===== config.mk =====
export PLATFORM = sky130hd
export DESIGN_NAME = pkt_rx_stage_flat
export DESIGN_NICKNAME = d
export VERILOG_FILES = /design/src/rtl/pkt_pkg.sv /design/src/rtl/pkt_rx_stage_if.sv /design/src/rtl/pkt_rx_fifo.sv /design/src/rtl/pkt_rx_stage.sv /design/src/flat_wrapper.sv
export SDC_FILE = /design/constraint.sdc
export NUM_CORES = 1
export LEC_CHECK = 0
export BUFFER_PORTS_ARGS = -buffer_cell sky130_fd_sc_hd__clkbuf_2
export CAP_MARGIN = 5
export CORE_MARGIN = 2
export CORE_UTILIZATION = 50
export DETAILED_ROUTE_END_ITERATION = 7
export PLACE_DENSITY = 0.76
export SLEW_MARGIN = 20
export SYNTH_ARGS = -nofsm -noshare
export SYNTH_HDL_FRONTEND = slang
export SYNTH_SLANG_ARGS = --single-unit

===== constraint.sdc =====
create_clock -name CLK -period 2.3 [get_ports CLK]
set_input_delay 0.115 -clock CLK [delete_from_list [all_inputs] [get_ports CLK]]
set_output_delay 0.115 -clock CLK [all_outputs]
set_load 0.05 [all_outputs]

===== src/rtl/pkt_pkg.sv =====
// -----------------------------------------------------------------------------
// pkt_pkg
// Shared definitions for the Send/Ack packet pipeline receiver.
//   PKT_W        packet width (38 bits)
//   *_MSB/*_LSB  field positions inside a packet:
//                hdr[37:27] dest[26:20] lr[19] flag[18] data[17:0]
//   rx_state_t   handshake FSM states (IDLE, ACKED, RELEASE)
// -----------------------------------------------------------------------------
package pkt_pkg;

    localparam int PKT_W    = 38;

    localparam int HDR_MSB  = 37;
    localparam int HDR_LSB  = 27;
    localparam int DEST_MSB = 26;
    localparam int DEST_LSB = 20;
    localparam int LR_MSB   = 19;
    localparam int LR_LSB   = 19;
    localparam int FLAG_MSB = 18;
    localparam int FLAG_LSB = 18;
    localparam int DATA_MSB = 17;
    localparam int DATA_LSB = 0;

    typedef enum logic [1:0] {
        IDLE    = 2'd0,
        ACKED   = 2'd1,
        RELEASE = 2'd2
    } rx_state_t;

endpackage


===== src/rtl/pkt_rx_stage_if.sv =====
// -----------------------------------------------------------------------------
// pkt_rx_stage_if
// Bundles the upstream four-phase handshake and the downstream valid/ready
// port of pkt_rx_stage.
//   Send_in / PACKET_IN / Ack_out          bundled-data handshake (upstream)
//   rx_valid / rx_ready / rx_hdr .. rx_data decoded head-of-FIFO (downstream)
// Modports:
//   slave  - the receiver (pkt_rx_stage)
//   master - the environment around it (upstream sender + consumer)
// -----------------------------------------------------------------------------
interface pkt_rx_stage_if;
    import pkt_pkg::*;

    logic             Send_in;
    logic [PKT_W-1:0] PACKET_IN;
    logic             Ack_out;

    logic             rx_valid;
    logic             rx_ready;
    logic [10:0]      rx_hdr;
    logic [6:0]       rx_dest;
    logic             rx_lr;
    logic             rx_flag;
    logic [17:0]      rx_data;

    modport slave (
        input  Send_in, PACKET_IN, rx_ready,
        output Ack_out, rx_valid, rx_hdr, rx_dest, rx_lr, rx_flag, rx_data
    );

    modport master (
        output Send_in, PACKET_IN, rx_ready,
        input  Ack_out, rx_valid, rx_hdr, rx_dest, rx_lr, rx_flag, rx_data
    );

endinterface


===== src/rtl/pkt_rx_fifo.sv =====
// -----------------------------------------------------------------------------
// pkt_rx_fifo
// Small synchronous FIFO with first-word visibility on dout (no fall-through:
// a written entry becomes visible the cycle after the write).
//   CLK, MR_n   clock and asynchronous active-low reset
//   push, din   write request and data (ignored while full)
//   pop         read request (ignored while empty)
//   full, empty status flags
//   dout        head entry; holds the last value of that slot while empty
// -----------------------------------------------------------------------------
module pkt_rx_fifo #(
    parameter int WIDTH = 38,
    parameter int DEPTH = 4
) (
    input  logic             CLK,
    input  logic             MR_n,
    input  logic             push,
    input  logic [WIDTH-1:0] din,
    input  logic             pop,
    output logic             full,
    output logic             empty,
    output logic [WIDTH-1:0] dout
);

    localparam int AW = $clog2(DEPTH);

    // One extra pointer bit distinguishes full from empty when the
    // address bits coincide.
    logic [AW:0]      wr_ptr_reg;
    logic [AW:0]      rd_ptr_reg;
    logic [WIDTH-1:0] mem [DEPTH];

    logic wr_en;
    logic rd_en;

    assign empty = (wr_ptr_reg == rd_ptr_reg);
    assign full  = (wr_ptr_reg[AW] != rd_ptr_reg[AW]) &&
                   (wr_ptr_reg[AW-1:0] == rd_ptr_reg[AW-1:0]);

    // Full/empty are judged on the current pointers, so a pop never makes
    // room for a push in the same cycle.
    assign wr_en = push && !full;
    assign rd_en = pop && !empty;

    assign dout = mem[rd_ptr_reg[AW-1:0]];

    always_ff @(posedge CLK or negedge MR_n) begin
        if (!MR_n) begin
            wr_ptr_reg <= '0;
            rd_ptr_reg <= '0;
        end else begin
            if (wr_en) wr_ptr_reg <= wr_ptr_reg + 1'b1;
            if (rd_en) rd_ptr_reg <= rd_ptr_reg + 1'b1;
        end
    end

    // Storage is cleared on reset so the decoded outputs read 0 afterwards.
    always_ff @(posedge CLK or negedge MR_n) begin
        if (!MR_n) begin
            for (int i = 0; i < DEPTH; i++) mem[i] <= '0;
        end else if (wr_en) begin
            mem[wr_ptr_reg[AW-1:0]] <= din;
        end
    end

endmodule


===== src/rtl/pkt_rx_stage.sv =====
// -----------------------------------------------------------------------------
// pkt_rx_stage
// Clocked terminator of the self-timed Send/Ack packet pipeline. Synchronises
// Send_in, runs the four-phase handshake, buffers packets in pkt_rx_fifo and
// presents the head entry split into fields on a valid/ready port.
//   CLK       system clock, rising edge
//   MR_n      master reset, asynchronous assert, active-low
//   bus       pkt_rx_stage_if.slave (Send_in/PACKET_IN/Ack_out, rx_*)
// Optional (macro PKT_RX_STATS_EN):
//   rx_count  16-bit count of FIFO pushes, wraps
//   rx_stall  registered: IDLE with request pending while FIFO full
// Parameters:
//   FIFO_DEPTH   buffer entries (power of two, >= 2)
//   SYNC_STAGES  Send_in synchroniser length (>= 2)
// -----------------------------------------------------------------------------
module pkt_rx_stage
    import pkt_pkg::*;
#(
    parameter int FIFO_DEPTH  = 4,
    parameter int SYNC_STAGES = 2
) (
    input  logic                CLK,
    input  logic                MR_n,
    pkt_rx_stage_if.slave       bus
`ifdef PKT_RX_STATS_EN
    ,
    output logic [15:0]         rx_count,
    output logic                rx_stall
`endif
);

    // ---------------- Send_in synchroniser ----------------
    logic [SYNC_STAGES-1:0] sync_reg;
    logic                   req_s;

    always_ff @(posedge CLK or negedge MR_n) begin
        if (!MR_n) sync_reg <= '0;
        else       sync_reg <= {sync_reg[SYNC_STAGES-2:0], bus.Send_in};
    end

    assign req_s = sync_reg[SYNC_STAGES-1];

    // ---------------- handshake FSM ----------------
    rx_state_t state_reg;
    rx_state_t state_next;

    logic             fifo_full;
    logic             fifo_empty;
    logic [PKT_W-1:0] fifo_dout;

    logic             capture;
    logic             ack_next;
    logic             ack_reg;
    logic             hold_valid_reg;
    logic [PKT_W-1:0] hold_reg;
    logic             push_accept;

    always_ff @(posedge CLK or negedge MR_n) begin
        if (!MR_n) state_reg <= IDLE;
        else       state_reg <= state_next;
    end

    always_comb begin
        state_next = state_reg;
        case (state_reg)
            IDLE:    if (req_s && !fifo_full) state_next = ACKED;
            ACKED:   if (!req_s)              state_next = RELEASE;
            // Guard cycle: lets the synchroniser settle so the previous
            // request's high level cannot start a second capture.
            RELEASE: state_next = IDLE;
            default: state_next = IDLE;
        endcase
    end

    always_comb begin
        capture  = (state_reg == IDLE) && req_s && !fifo_full;
        ack_next = (state_next == ACKED);
    end

    // PACKET_IN is sampled into a holding register on the IDLE->ACKED edge
    // and written to the FIFO on the following edge. The next capture can
    // only happen after ACKED and RELEASE, so the held packet always lands
    // before the full flag is consulted again.
    always_ff @(posedge CLK or negedge MR_n) begin
        if (!MR_n) begin
            ack_reg        <= 1'b0;
            hold_valid_reg <= 1'b0;
            hold_reg       <= '0;
        end else begin
            ack_reg        <= ack_next;
            hold_valid_reg <= capture;
            if (capture) hold_reg <= bus.PACKET_IN;
        end
    end

    assign push_accept = hold_valid_reg && !fifo_full;
    assign bus.Ack_out = ack_reg;

    // ---------------- buffer ----------------
    pkt_rx_fifo #(
        .WIDTH (PKT_W),
        .DEPTH (FIFO_DEPTH)
    ) u_fifo (
        .CLK   (CLK),
        .MR_n  (MR_n),
        .push  (hold_valid_reg),
        .din   (hold_reg),
        .pop   (bus.rx_ready),
        .full  (fifo_full),
        .empty (fifo_empty),
        .dout  (fifo_dout)
    );

    // ---------------- decoded head ----------------
    assign bus.rx_valid = !fifo_empty;
    assign bus.rx_hdr   = fifo_dout[HDR_MSB:HDR_LSB];
    assign bus.rx_dest  = fifo_dout[DEST_MSB:DEST_LSB];
    assign bus.rx_lr    = fifo_dout[LR_MSB];
    assign bus.rx_flag  = fifo_dout[FLAG_MSB];
    assign bus.rx_data  = fifo_dout[DATA_MSB:DATA_LSB];

`ifdef PKT_RX_STATS_EN
    // ---------------- statistics ----------------
    logic [15:0] rx_count_reg;
    logic        rx_stall_reg;

    always_ff @(posedge CLK or negedge MR_n) begin
        if (!MR_n) begin
            rx_count_reg <= '0;
            rx_stall_reg <= 1'b0;
        end else begin
            if (push_accept) rx_count_reg <= rx_count_reg + 16'd1;
            rx_stall_reg <= (state_reg == IDLE) && req_s && fifo_full;
        end
    end

    assign rx_count = rx_count_reg;
    assign rx_stall = rx_stall_reg;
`else
    // Push acceptance only feeds the statistics block.
    logic unused_push_accept;
    assign unused_push_accept = push_accept;
`endif

endmodule

===== src/flat_wrapper.sv =====
// flat-port wrapper written by rule: the top's interface ports become plain ports
module pkt_rx_stage_flat import pkt_pkg::*;
#(
    parameter int FIFO_DEPTH  = 4,
    parameter int SYNC_STAGES = 2
)
  (CLK, MR_n, bus_Send_in, bus_PACKET_IN, bus_rx_ready, bus_Ack_out, bus_rx_valid, bus_rx_hdr, bus_rx_dest, bus_rx_lr, bus_rx_flag, bus_rx_data);
  pkt_rx_stage_if bus_i ();
  input  logic CLK;
  input  logic MR_n;
  input wire logic [$bits(bus_i.Send_in)-1:0] bus_Send_in;
  input wire logic [$bits(bus_i.PACKET_IN)-1:0] bus_PACKET_IN;
  input wire logic [$bits(bus_i.rx_ready)-1:0] bus_rx_ready;
  output wire logic [$bits(bus_i.Ack_out)-1:0] bus_Ack_out;
  output wire logic [$bits(bus_i.rx_valid)-1:0] bus_rx_valid;
  output wire logic [$bits(bus_i.rx_hdr)-1:0] bus_rx_hdr;
  output wire logic [$bits(bus_i.rx_dest)-1:0] bus_rx_dest;
  output wire logic [$bits(bus_i.rx_lr)-1:0] bus_rx_lr;
  output wire logic [$bits(bus_i.rx_flag)-1:0] bus_rx_flag;
  output wire logic [$bits(bus_i.rx_data)-1:0] bus_rx_data;
  assign bus_i.Send_in = bus_Send_in;
  assign bus_i.PACKET_IN = bus_PACKET_IN;
  assign bus_i.rx_ready = bus_rx_ready;
  assign bus_Ack_out = bus_i.Ack_out;
  assign bus_rx_valid = bus_i.rx_valid;
  assign bus_rx_hdr = bus_i.rx_hdr;
  assign bus_rx_dest = bus_i.rx_dest;
  assign bus_rx_lr = bus_i.rx_lr;
  assign bus_rx_flag = bus_i.rx_flag;
  assign bus_rx_data = bus_i.rx_data;
  pkt_rx_stage #(.FIFO_DEPTH(FIFO_DEPTH), .SYNC_STAGES(SYNC_STAGES)) u_core (.CLK(CLK), .MR_n(MR_n), .bus(bus_i));
endmodule

Word level (Yosys, flattened, before mapping). Cells that the tools add are included.

Flip-flop bits (word level): 202. Output and inout port bits: 40. Input bits: 42. Word-level logic and storage cells: 42.

Eq/ne operators: 5. $add $sub $neg: 2. Reduce and logical (&&, ||, !) cells: 10. $lt $le $gt $ge: 3. Muxes and demuxes: 9. Bitwise operators: 2.

Operators with widths (number): $bwmux W152 (1); $mux W38 (3); $bmux W38 S2 (1); $demux W38 S2 (1); $logic_and A1 B1 Y1 (7); $add A3 B1 Y3 const B (2); $ge A3 B3 Y1 const B (2); $not A2 Y3 (2); $eq A2 B1 Y1 const B (2); $mux W2 (2); $pmux W2 S2 (1); $eq A3 B3 Y1 (1); $lt A3 B1 Y1 const B (1); $eq A2 B2 Y1 (1); $logic_not A1 Y1 (2); $logic_not A2 Y1 (1); $ne A1 B1 Y1 (1).

Depth between registers and ports, before layout. Gate-level depths: netlist of the first run.

Depth in word-level cells: 7. Mapped depth: 7. Depth with buffers taken out: 5.

Hierarchy. A second synthesis of the first run with hierarchy kept.

Cells, all modules: 506. Area, all modules: 8609.5 µm².

By module, submodules not included: pkt_rx_fifo (cells an instance 414, area an instance 6986.7 µm², instances 1, seq. area each 3953.8 µm²); pkt_rx_stage (cells an instance 92, area an instance 1622.8 µm², instances 1, seq. area each 1101.1 µm²).

Least setup slack after synthesis of the first run. No wires, ideal clock.

Path kind: reg-to-output. Start point: register u_core.u_fifo.rd_ptr_reg[0]. End point: output port bus_rx_dest[0]. Required time: 2185 ps. Path buffers: 3. Slack: 403 ps. Cell stages (with the launch flop): 5. Data arrival time: 1782 ps. Cells stage by stage: dfrtp_1 buf_2 buf_2 buf_2 mux4_2.

Longest elaborated chain between the ends: 4.

RTL lines: start: declaration (line pkt_rx_fifo.sv:30) `logic [AW:0] rd_ptr_reg;`; start signal: assignment (line pkt_rx_fifo.sv:53) `if (rd_en) rd_ptr_reg <= rd_ptr_reg + 1'b1;`; $not A2 Y3 (not written as such) (line pkt_rx_fifo.sv:45) `assign dout = mem[rd_ptr_reg[AW-1:0]];`; $bmux W38 S2 (line pkt_rx_fifo.sv:45); $mux W38 (not written as such) (2 in series) (line pkt_rx_fifo.sv:45); end: declaration (line flat_wrapper.sv:17) `output wire logic [$bits(bus_i.rx_dest)-1:0] bus_rx_dest;`.

Every way passes these cells. The select of a mux whose other input is x is not followed.

Worst setup path in the final report of the first run.
Start point: register u_core.u_fifo.rd_ptr_reg[0]. End point: output port bus_rx_valid.

Longest elaborated chain between the ends: 2.

RTL lines: $eq A3 B3 Y1 (line pkt_rx_fifo.sv:36) `assign empty = (wr_ptr_reg == rd_ptr_reg);`; $logic_not A1 Y1 (line pkt_rx_stage.sv:115) `assign bus.rx_valid = !fifo_empty;`; end: declaration (line flat_wrapper.sv:15) `output wire logic [$bits(bus_i.rx_valid)-1:0] bus_rx_valid;`.

Every way passes these cells.

==> metrics.csv, run 1 <==
metric,value,unit
Max Buffers Root-to-Sink,3,
post-synth cell types,21,
"EDFF count, synth",0,
first-iteration detailed-routing DRC count,213,
clock sinks,202,
HPWL after detailed placement,10660,um
post-synth top area share,0.5915,
Layout area overhead,22.37,%
Setup CP Type,register to primary output,
type of origin of the critical path,register,
max_cap viols,0,
ordered cell list for the critical path,xnor2_1 -> buf_4 -> nand3_1 -> clkbuf_2,
Setup crit end kind,primary output,
"Cell Area, Synth",0.008546,mm^2
headroom to the max-slew limit,0.5776,
Required @ worst endpoint,2.18,ns
status,completed,
Syn Area/Cell,17.09,um^2
Placed Instances,788,
"count leader, synth",dfrtp_1,
CTS buffer count,22,
final hold vios,0,
"Slowest-stage cell, CP",dfrtp_4,
placed cell area,0.009350,mm^2
gpl congestion,0.7473,
Top delay family on crit path,buffers and inverters,
critical path peak fanout,6,
post-route ant nets,0,
Die ar.,0.01815,mm^2
final-report max-slew violation count,0,
Worst Path Arrival,2.06,ns
gr ovfl total,0,
Avg Vias per Cell,5.550,
Die Wd,134.7,um
wire per inst,20.16,um
nets@finish,681,
max FFs per register,152,
IO buf count,81,
# IOs,82,
antenna cells,0,
actual slew at the worst max-slew pin,0.6330,ns
worst skew pair latency,0.50,ns
RSZ-0062 raised after global routing,no,
Finished Layout Cells,866,
final core utilization,0.6284,
row count,47,
Worst Hold Class,primary input to asynchronous set/reset pin,
via count,4806,
buffers plus inverters on the worst setup path,2,
commonest cells in the netlist,"dfrtp_1, mux2_2, mux2_1",
gr usage total,0.2042,
vias in the first global route,5444,
total wire length,17460,um
"Seq/Total Area, Yosys",0.5915,
Yosys reg bits,202,
syn nets,547,
FILL cells,1206,
Residual DRC,0,
leading area contributor after synthesis,dfrtp_1,
crit path time final,2.171,ns
TritonCTS clock tree,built,
Mapped Cells,500,
initial antenna violation count,0,
global-route wire length before repair,28950,um
Async SR Flop Fraction,1.000,
yosys warns,0,
"top cells by area, synth","dfrtp_1, mux2_2, mux2_1, mux4_2, buf_6",
Clock Pin Slew Worst Setup and Hold Paths,0.06,ns
clk root buf,clkbuf_16,
Worst path max stage delay,0.52,ns
setup TNS,0,ns
Setup Viol. Count Final,0,
Initial Util,0.5135,
most used flip-flop cell after synthesis,dfrtp_1,
largest net degree at the start of global routing,65,
CTS H-tree depth,1,
Pre-antenna DRT Iters,4,
Die Ht,134.7,um
fmax,0.4607,GHz
Tcrit/Tclk final,0.9438,
share of layout cells above drive strength 1,0.4288,
Final Cell Area,0.01046,mm^2
Layout Skew,0.01557,ns
Core Area,0.01664,mm^2
## worst reg2reg max path, delay by kind of cell (launching register included)
family	cells	cell delay [ns]
buffers and inverters	2	0.54
DFF	1	0.52
xor gates and xnor gates	1	0.38
muxes	1	0.38
AOI/OAI and AO/OA	1	0.10
## worst paths after layout
check                                       startpoint  slack [ns]              endpoint  cells past startpoint
min reg2reg                         u_core.sync_reg[0]        0.35    u_core.sync_reg[1]                      0
min                                               MR_n        0.17    u_core.hold_reg[0]                      2
max in group asynchronous                         MR_n        1.32    u_core.sync_reg[0]                      3
min in group CLK                           bus_Send_in        0.30    u_core.sync_reg[0]                      2
max                        u_core.u_fifo.rd_ptr_reg[0]        0.13          bus_rx_valid                      4
max reg2reg                u_core.u_fifo.rd_ptr_reg[0]        0.27  u_core.u_fifo.mem[8]                      5
## kinds of logic (layout without fill, tap and decap cells)
family,after synthesis,in the layout,share of synthesized area
AOI/OAI and AO/OA,9,9,0.007174
adders and majority gates,5,5,0.007321
DFF,202,202,0.5915
xor gates and xnor gates,9,9,0.009223
and+or+nand+nor,13,13,0.008198
buffers and inverters,32,178,0.02343
muxes,230,230,0.3531
## layout by cell type (no fill, tap or decap)
master and count:
a21boi_0 1, a31oi_4 5, buf_12 7, buf_16 1, buf_4 8, buf_6 1
clkbuf_1 9, clkbuf_16 24, clkbuf_2 80, clkbuf_8 3, clkinv_2 1, dfrtp_1 200
dfrtp_2 1, dfrtp_4 1, dlygate4sd3_1 41, ha_1 5, inv_1 2, inv_8 1
mux2_1 88, mux2_2 104, mux4_2 38, nand2_1 6, nand3_1 1, nor3_1 1
nor3b_1 3, nor4_1 1, o31ai_1 3, or3b_2 1, xnor2_1 5, xor2_1 3
xor2_2 1
## cell type report
cell class | instances | area (um^2) | area share
sequential | 202 | 5060 | 0.4838
timing repair buffer | 140 | 1089 | 0.1041
inverter | 2 | 7.507 | 0.0007179
tap | 220 | 275.3 | 0.02632
clock buffer | 34 | 636.9 | 0.06090
clock inverter | 2 | 16.27 | 0.001555
multi-input combinational | 266 | 3373 | 0.3226
## per-stage QoR
stage	setup slack, ns	hold WS (ns)
6_report	0.1292	0.1718
5_1_grt	0.1011	0.2187
4_1_cts	0.002977	0.1890
3_5_place_dp	0.05892	0.1544
3_3_place_gp	0.1133	0.1388
2_1_floorplan	0.4031	-0.1806
## routing by layer
layer | up-vias | wire, um | global-route usage
met5 | - | 0 | 0
met4 | 0 | 353 | 0.04678
met3 | 26 | 679 | 0.03116
met2 | 109 | 8979 | 0.3579
met1 | 2558 | 7443 | 0.2709
li1 | 2113 | - | -
## timing repair
item	in CTS	in global routing
gates resized for setup	0	2
setup buffers	0	0
endpoints found under the hold margin	102	0
endpoints found under the setup margin	0	6
hold buffers	41	0
Power of run 1 is not shown: default switching activity piles up to over one toggle a cycle in this logic, so the estimate is an artifact.
==> inputs of run 2 (changes only) <==
--- a/config.mk
+++ b/config.mk
@@ -11,6 +11,7 @@
 export CORE_UTILIZATION = 50
 export DETAILED_ROUTE_END_ITERATION = 7
 export PLACE_DENSITY = 0.76
+export REMOVE_ABC_BUFFERS = 1
 export SLEW_MARGIN = 20
 export SYNTH_ARGS = -nofsm -noshare
 export SYNTH_HDL_FRONTEND = slang
==> metrics.csv, run 2 (synthesis results as in run 1) <==
metric,value,unit,change
final-report max-slew violation count,0,,unchanged
max_cap viols,0,,unchanged
max FFs per register,152,,unchanged
FILL cells,1180,,-2.2%
Layout area overhead,23.09,%,
CTS H-tree depth,1,,unchanged
wire per inst,20.15,um,about the same
actual slew at the worst max-slew pin,0.6240,ns,-0.008966 ns
critical path peak fanout,21,,+15
crit path time final,2.156,ns,-0.01514 ns
total wire length,17550,um,+0.54%
# IOs,82,,unchanged
final hold vios,0,,unchanged
nets@finish,682,,+0.15%
Die Wd,134.7,um,unchanged
headroom to the max-slew limit,0.5836,,+0.005983
Post-CTS Setup Inserts,0,,unchanged
most frequent cells in the layout,"dfrtp_1, mux2_2, mux2_1, clkbuf_2, dlygate4sd3_1",,
clock sinks,202,,unchanged
Tcrit/Tclk final,0.9372,,-0.006584
gr ovfl total,0,,unchanged
"commonest non-fill, non-tap cell in the layout",dfrtp_1,,
Initial Util,0.5135,,unchanged
Die ar.,0.01815,mm^2,unchanged
clk root buf,clkbuf_16,,
Worst Hold Class,primary input to asynchronous set/reset pin,,
Setup Viol. Count Final,0,,unchanged
HPWL after detailed placement,10680,um,+0.21%
initial antenna violation count,0,,unchanged
Max Buffers Root-to-Sink,3,,unchanged
gpl congestion,0.8691,,+16%
share of layout cells above drive strength 1,0.4393,,+0.01053
antenna cells,0,,unchanged
Required @ worst endpoint,2.18,ns,about the same
TritonCTS clock tree,built,,
row count,47,,unchanged
Worst Path Arrival,2.04,ns,-0.02 ns
Setup crit end kind,primary output,,
Setup CP Type,register to primary output,,
Clock Pin Slew Worst Setup and Hold Paths,0.06,ns,about the same
type of origin of the critical path,register,,
gr usage total,0.2027,,-0.001463
first-iteration detailed-routing DRC count,191,,-10%
CTS buffer count,22,,unchanged
worst skew pair latency,0.51,ns,about the same
Pre-antenna DRT Iters,4,,unchanged
Final Cell Area,0.01052,mm^2,+0.59%
Avg Vias per Cell,5.545,,about the same
placed cell area,0.009358,mm^2,about the same
status,completed,,
largest net degree at the start of global routing,65,,unchanged
vias in the first global route,5421,,-0.42%
via count,4830,,+0.50%
worst hold slack,0.1558,ns,-0.01595 ns
Residual DRC,0,,unchanged
global-route wire length before repair,28860,um,-0.34%
Core Area,0.01664,mm^2,unchanged
fmax,0.4639,GHz,+0.70%
Die Ht,134.7,um,unchanged
RSZ-0062 raised after global routing,no,,
Layout Skew,0.01714,ns,+0.001569 ns
IO buf count,81,,unchanged
post-route ant nets,0,,unchanged
run 2: cell count changes in the layout (fill, tap and decap cells not counted), sizes merged:
cell / previous run / this run
clkinv: 1 / 6
buf: 17 / 18
inv: 3 / 2
run 2: critical path, cell delays in order, from the launching register on:
cell,delay (ns)
dfrtp_4,0.48
buf_16,0.23
mux4_2,0.56
clkbuf_2,0.26
run 2: area by class of cell:
| type | instances | area (um^2) | area share |
|---|---|---|---|
| clock buffer | 34 | 665.6 | 0.06328 |
| clock inverter | 6 | 45.04 | 0.004282 |
| inverter | 2 | 7.507 | 0.0007137 |
| multi-input combinational | 266 | 3373 | 0.3207 |
| sequential | 202 | 5060 | 0.4810 |
| tap | 220 | 275.3 | 0.02617 |
| timing repair buffer | 141 | 1092 | 0.1038 |
run 2: repair_timing:
| item | in CTS | in global routing |
|---|---|---|
| pin swaps | 0 | 0 |
| hold buffers | 41 | 0 |
| resized for setup | 1 | 1 |
| cloned | 0 | 1 |
| endpoints found under the hold margin | 102 | 0 |
| setup endpoints to repair | 1 | 8 |
run 2: metal layers:
metal	up-vias	GRT usage	wire length, um
met1	2577	0.2662	7456
met2	102	0.3472	8967
li1	2121	-	-
met5	-	0	0
met3	30	0.03566	727
met4	0	0.06257	398
run 2: path summary, 6_finish.rpt:
check                      slack, ns                         from                     end  cells after the start
max reg2reg                     0.32  u_core.u_fifo.rd_ptr_reg[0]   u_core.u_fifo.mem[53]                      5
min reg2reg                     0.36           u_core.sync_reg[0]      u_core.sync_reg[1]                      0
max                             0.14  u_core.u_fifo.rd_ptr_reg[0]           bus_rx_hdr[7]                      3
min in group CLK                0.27                  bus_Send_in      u_core.sync_reg[0]                      2
min                             0.16                         MR_n      u_core.hold_reg[5]                      2
max in group asynchronous       1.37                         MR_n  u_core.u_fifo.mem[126]                      3
run 2: through the flow:
stage               std cells  TNS [ns]  setup WS [ns]    util
finish                    871         0         0.1443  0.6321
global route              871         0        0.08773  0.6321
CTS                       870         0        0.01551  0.6301
detailed placement        789         0        0.06943  0.5623
global placement          789         0         0.1515  0.5623
floorplan                 470   -533.17         -2.783       -
Power of run 2 is left out for the same reason.
==> inputs of run 3 (changes only) <==
--- a/config.mk
+++ b/config.mk
@@ -8,9 +8,9 @@
 export BUFFER_PORTS_ARGS = -buffer_cell sky130_fd_sc_hd__clkbuf_2
 export CAP_MARGIN = 5
 export CORE_MARGIN = 2
-export CORE_UTILIZATION = 50
+export CORE_UTILIZATION = 57
 export DETAILED_ROUTE_END_ITERATION = 7
-export PLACE_DENSITY = 0.76
+export PLACE_DENSITY = 0.84
 export REMOVE_ABC_BUFFERS = 1
 export SLEW_MARGIN = 20
 export SYNTH_ARGS = -nofsm -noshare
==> metrics.csv, run 3 (synthesis results as in run 1) <==
metric,value,unit,change
# IOs,82,,unchanged
CTS H-tree depth,1,,unchanged
Core Area,0.01459,mm^2,-12%
Setup Viol. Count Final,0,,unchanged
Pre-antenna DRT Iters,4,,unchanged
headroom to the max-slew limit,0.5760,,-0.007626
max_cap viols,0,,unchanged
Reg2Reg Setup Slack,0.34,ns,+0.02 ns
critical path peak fanout,30,,+43%
antenna cells,0,,unchanged
largest net degree at the start of global routing,68,,+4.6%
Avg Vias per Cell,5.839,,+5.3%
reg2reg start,u_core.u_fifo.wr_ptr_reg[0],,
share of layout cells above drive strength 1,0.4396,,about the same
Placed Instances,752,,-4.7%
global-route wire length before repair,28120,um,-2.5%
dpl ws,0.04239,ns,-0.02705 ns
Worst Hold Class,primary input to asynchronous set/reset pin,,
FILL cells,898,,-24%
IO buf count,81,,unchanged
first-iteration detailed-routing DRC count,208,,+8.9%
post-route ant nets,0,,unchanged
RSZ-0062 raised after global routing,no,,
Setup CP Type,register to primary output,,
Max Buffers Root-to-Sink,3,,unchanged
Required @ worst endpoint,2.18,ns,about the same
setup TNS,0,ns,unchanged
gr ovfl total,0,,unchanged
via count,4846,,+0.33%
gr usage total,0.2206,,+0.01786
nets@finish,679,,-0.44%
"commonest non-fill, non-tap cell in the layout",dfrtp_1,,
Crit Reg-Reg Endpoint,u_core.u_fifo.mem[36],,
area occupied by multi-input gates,0.003373,mm^2,unchanged
Reg2Reg Depth,5,,unchanged
initial antenna violation count,0,,unchanged
Layout area overhead,22.56,%,
Initial Util,0.5858,,+0.07227
Die Ht,126.4,um,-6.2%
row count,44,,-6.4%
clock sinks,202,,unchanged
Tcrit/Tclk final,0.9739,,+0.03663
Die Wd,126.4,um,-6.2%
most frequent cells in the layout,"dfrtp_1, mux2_2, mux2_1, clkbuf_2, dlygate4sd3_1",,
CTS buffer count,21,,-4.5%
Final Cell Area,0.01047,mm^2,-0.43%
vias in the first global route,5491,,+1.3%
Die ar.,0.01599,mm^2,-12%
crit path time final,2.240,ns,+0.08426 ns
TritonCTS clock tree,built,,
wire per inst,20.45,um,+1.5%
Setup crit end kind,primary output,,
Finished Layout Cells,830,,-4.7%
fmax,0.4464,GHz,-3.8%
final hold vios,0,,unchanged
Reg area,0.005060,mm^2,unchanged
placed cell area,0.009305,mm^2,-0.56%
total wire length,16970,um,-3.3%
actual slew at the worst max-slew pin,0.6355,ns,+0.01143 ns
HPWL after detailed placement,9960,um,-6.7%
final-report max-slew violation count,0,,unchanged
max FFs per register,152,,unchanged
Residual DRC,0,,unchanged
Worst Path Arrival,2.12,ns,+0.08 ns
clk root buf,clkbuf_16,,
status,completed,,
Final WS setup,0.06008,ns,-0.08426 ns
Layout Skew,0.02046,ns,+0.003315 ns
worst skew pair latency,0.50,ns,about the same
type of origin of the critical path,register,,
gpl congestion,0.7621,,-12%
Clock Pin Slew Worst Setup and Hold Paths,0.06,ns,about the same
==> run 3: cell type report <==
cell class | instances | area share
clock buffers | 30 | 0.06009
clock inverters | 7 | 0.01123
inverters | 2 | 0.0007168
multi-input cells | 266 | 0.3221
flip-flops and latches | 202 | 0.4831
well taps | 184 | 0.02198
repair buffers | 139 | 0.1008
==> run 3: layer usage <==
metal | track usage | part of all wire | routed length (um)
met5 | 0 | 0 | 0
met4 | 0.05365 | 0.015 | 263
met3 | 0.03922 | 0.041 | 703
met2 | 0.3945 | 0.52 | 8817
met1 | 0.2819 | 0.42 | 7189
==> run 3: worst max path at each step <==
stage	startpoint	endpoint	slack (ns)	cells after the start
floorplan	u_core.u_fifo.rd_ptr_reg[0]	u_core.u_fifo.mem[0]	-2.78	3
global placement	u_core.u_fifo.rd_ptr_reg[2]	u_core.u_fifo.mem[12]	0.1	4
detailed placement	u_core.u_fifo.rd_ptr_reg[2]	u_core.u_fifo.mem[9]	0.04	4
CTS	u_core.u_fifo.rd_ptr_reg[2]	u_core.u_fifo.mem[8]	0.02	4
global route	u_core.u_fifo.rd_ptr_reg[1]	bus_rx_hdr[4]	0.0003	4
finish	u_core.u_fifo.rd_ptr_reg[1]	bus_rx_hdr[4]	0.06	4
==> run 3: worst max-delay path: stages (launching register included) <==
cell and delay (ns):
dfrtp_2 0.37, buf_4 0.24, buf_6 0.34, mux4_2 0.41, clkbuf_2 0.26
==> run 3: metrics by stage <==
stage / utilization / hold WS [ns]
CTS: 0.7174 / 0.1481
global placement: 0.6378 / 0.1026
floorplan: - / -0.1806
global route: 0.7179 / 0.1753
detailed placement: 0.6378 / 0.1161
finish: 0.7179 / 0.1355
==> run 3: repair_timing <==
| item | CTS | global route |
|---|---|---|
| hold buffers | 41 | 0 |
| hold endpoints to repair | 94 | 0 |
| pin swaps | 0 | 0 |
| setup buffers | 0 | 0 |
| endpoints found under the setup margin | 28 | 21 |
| gates cloned | 0 | 0 |
| resized for setup | 1 | 1 |
Power of run 3 is left out for the same reason.
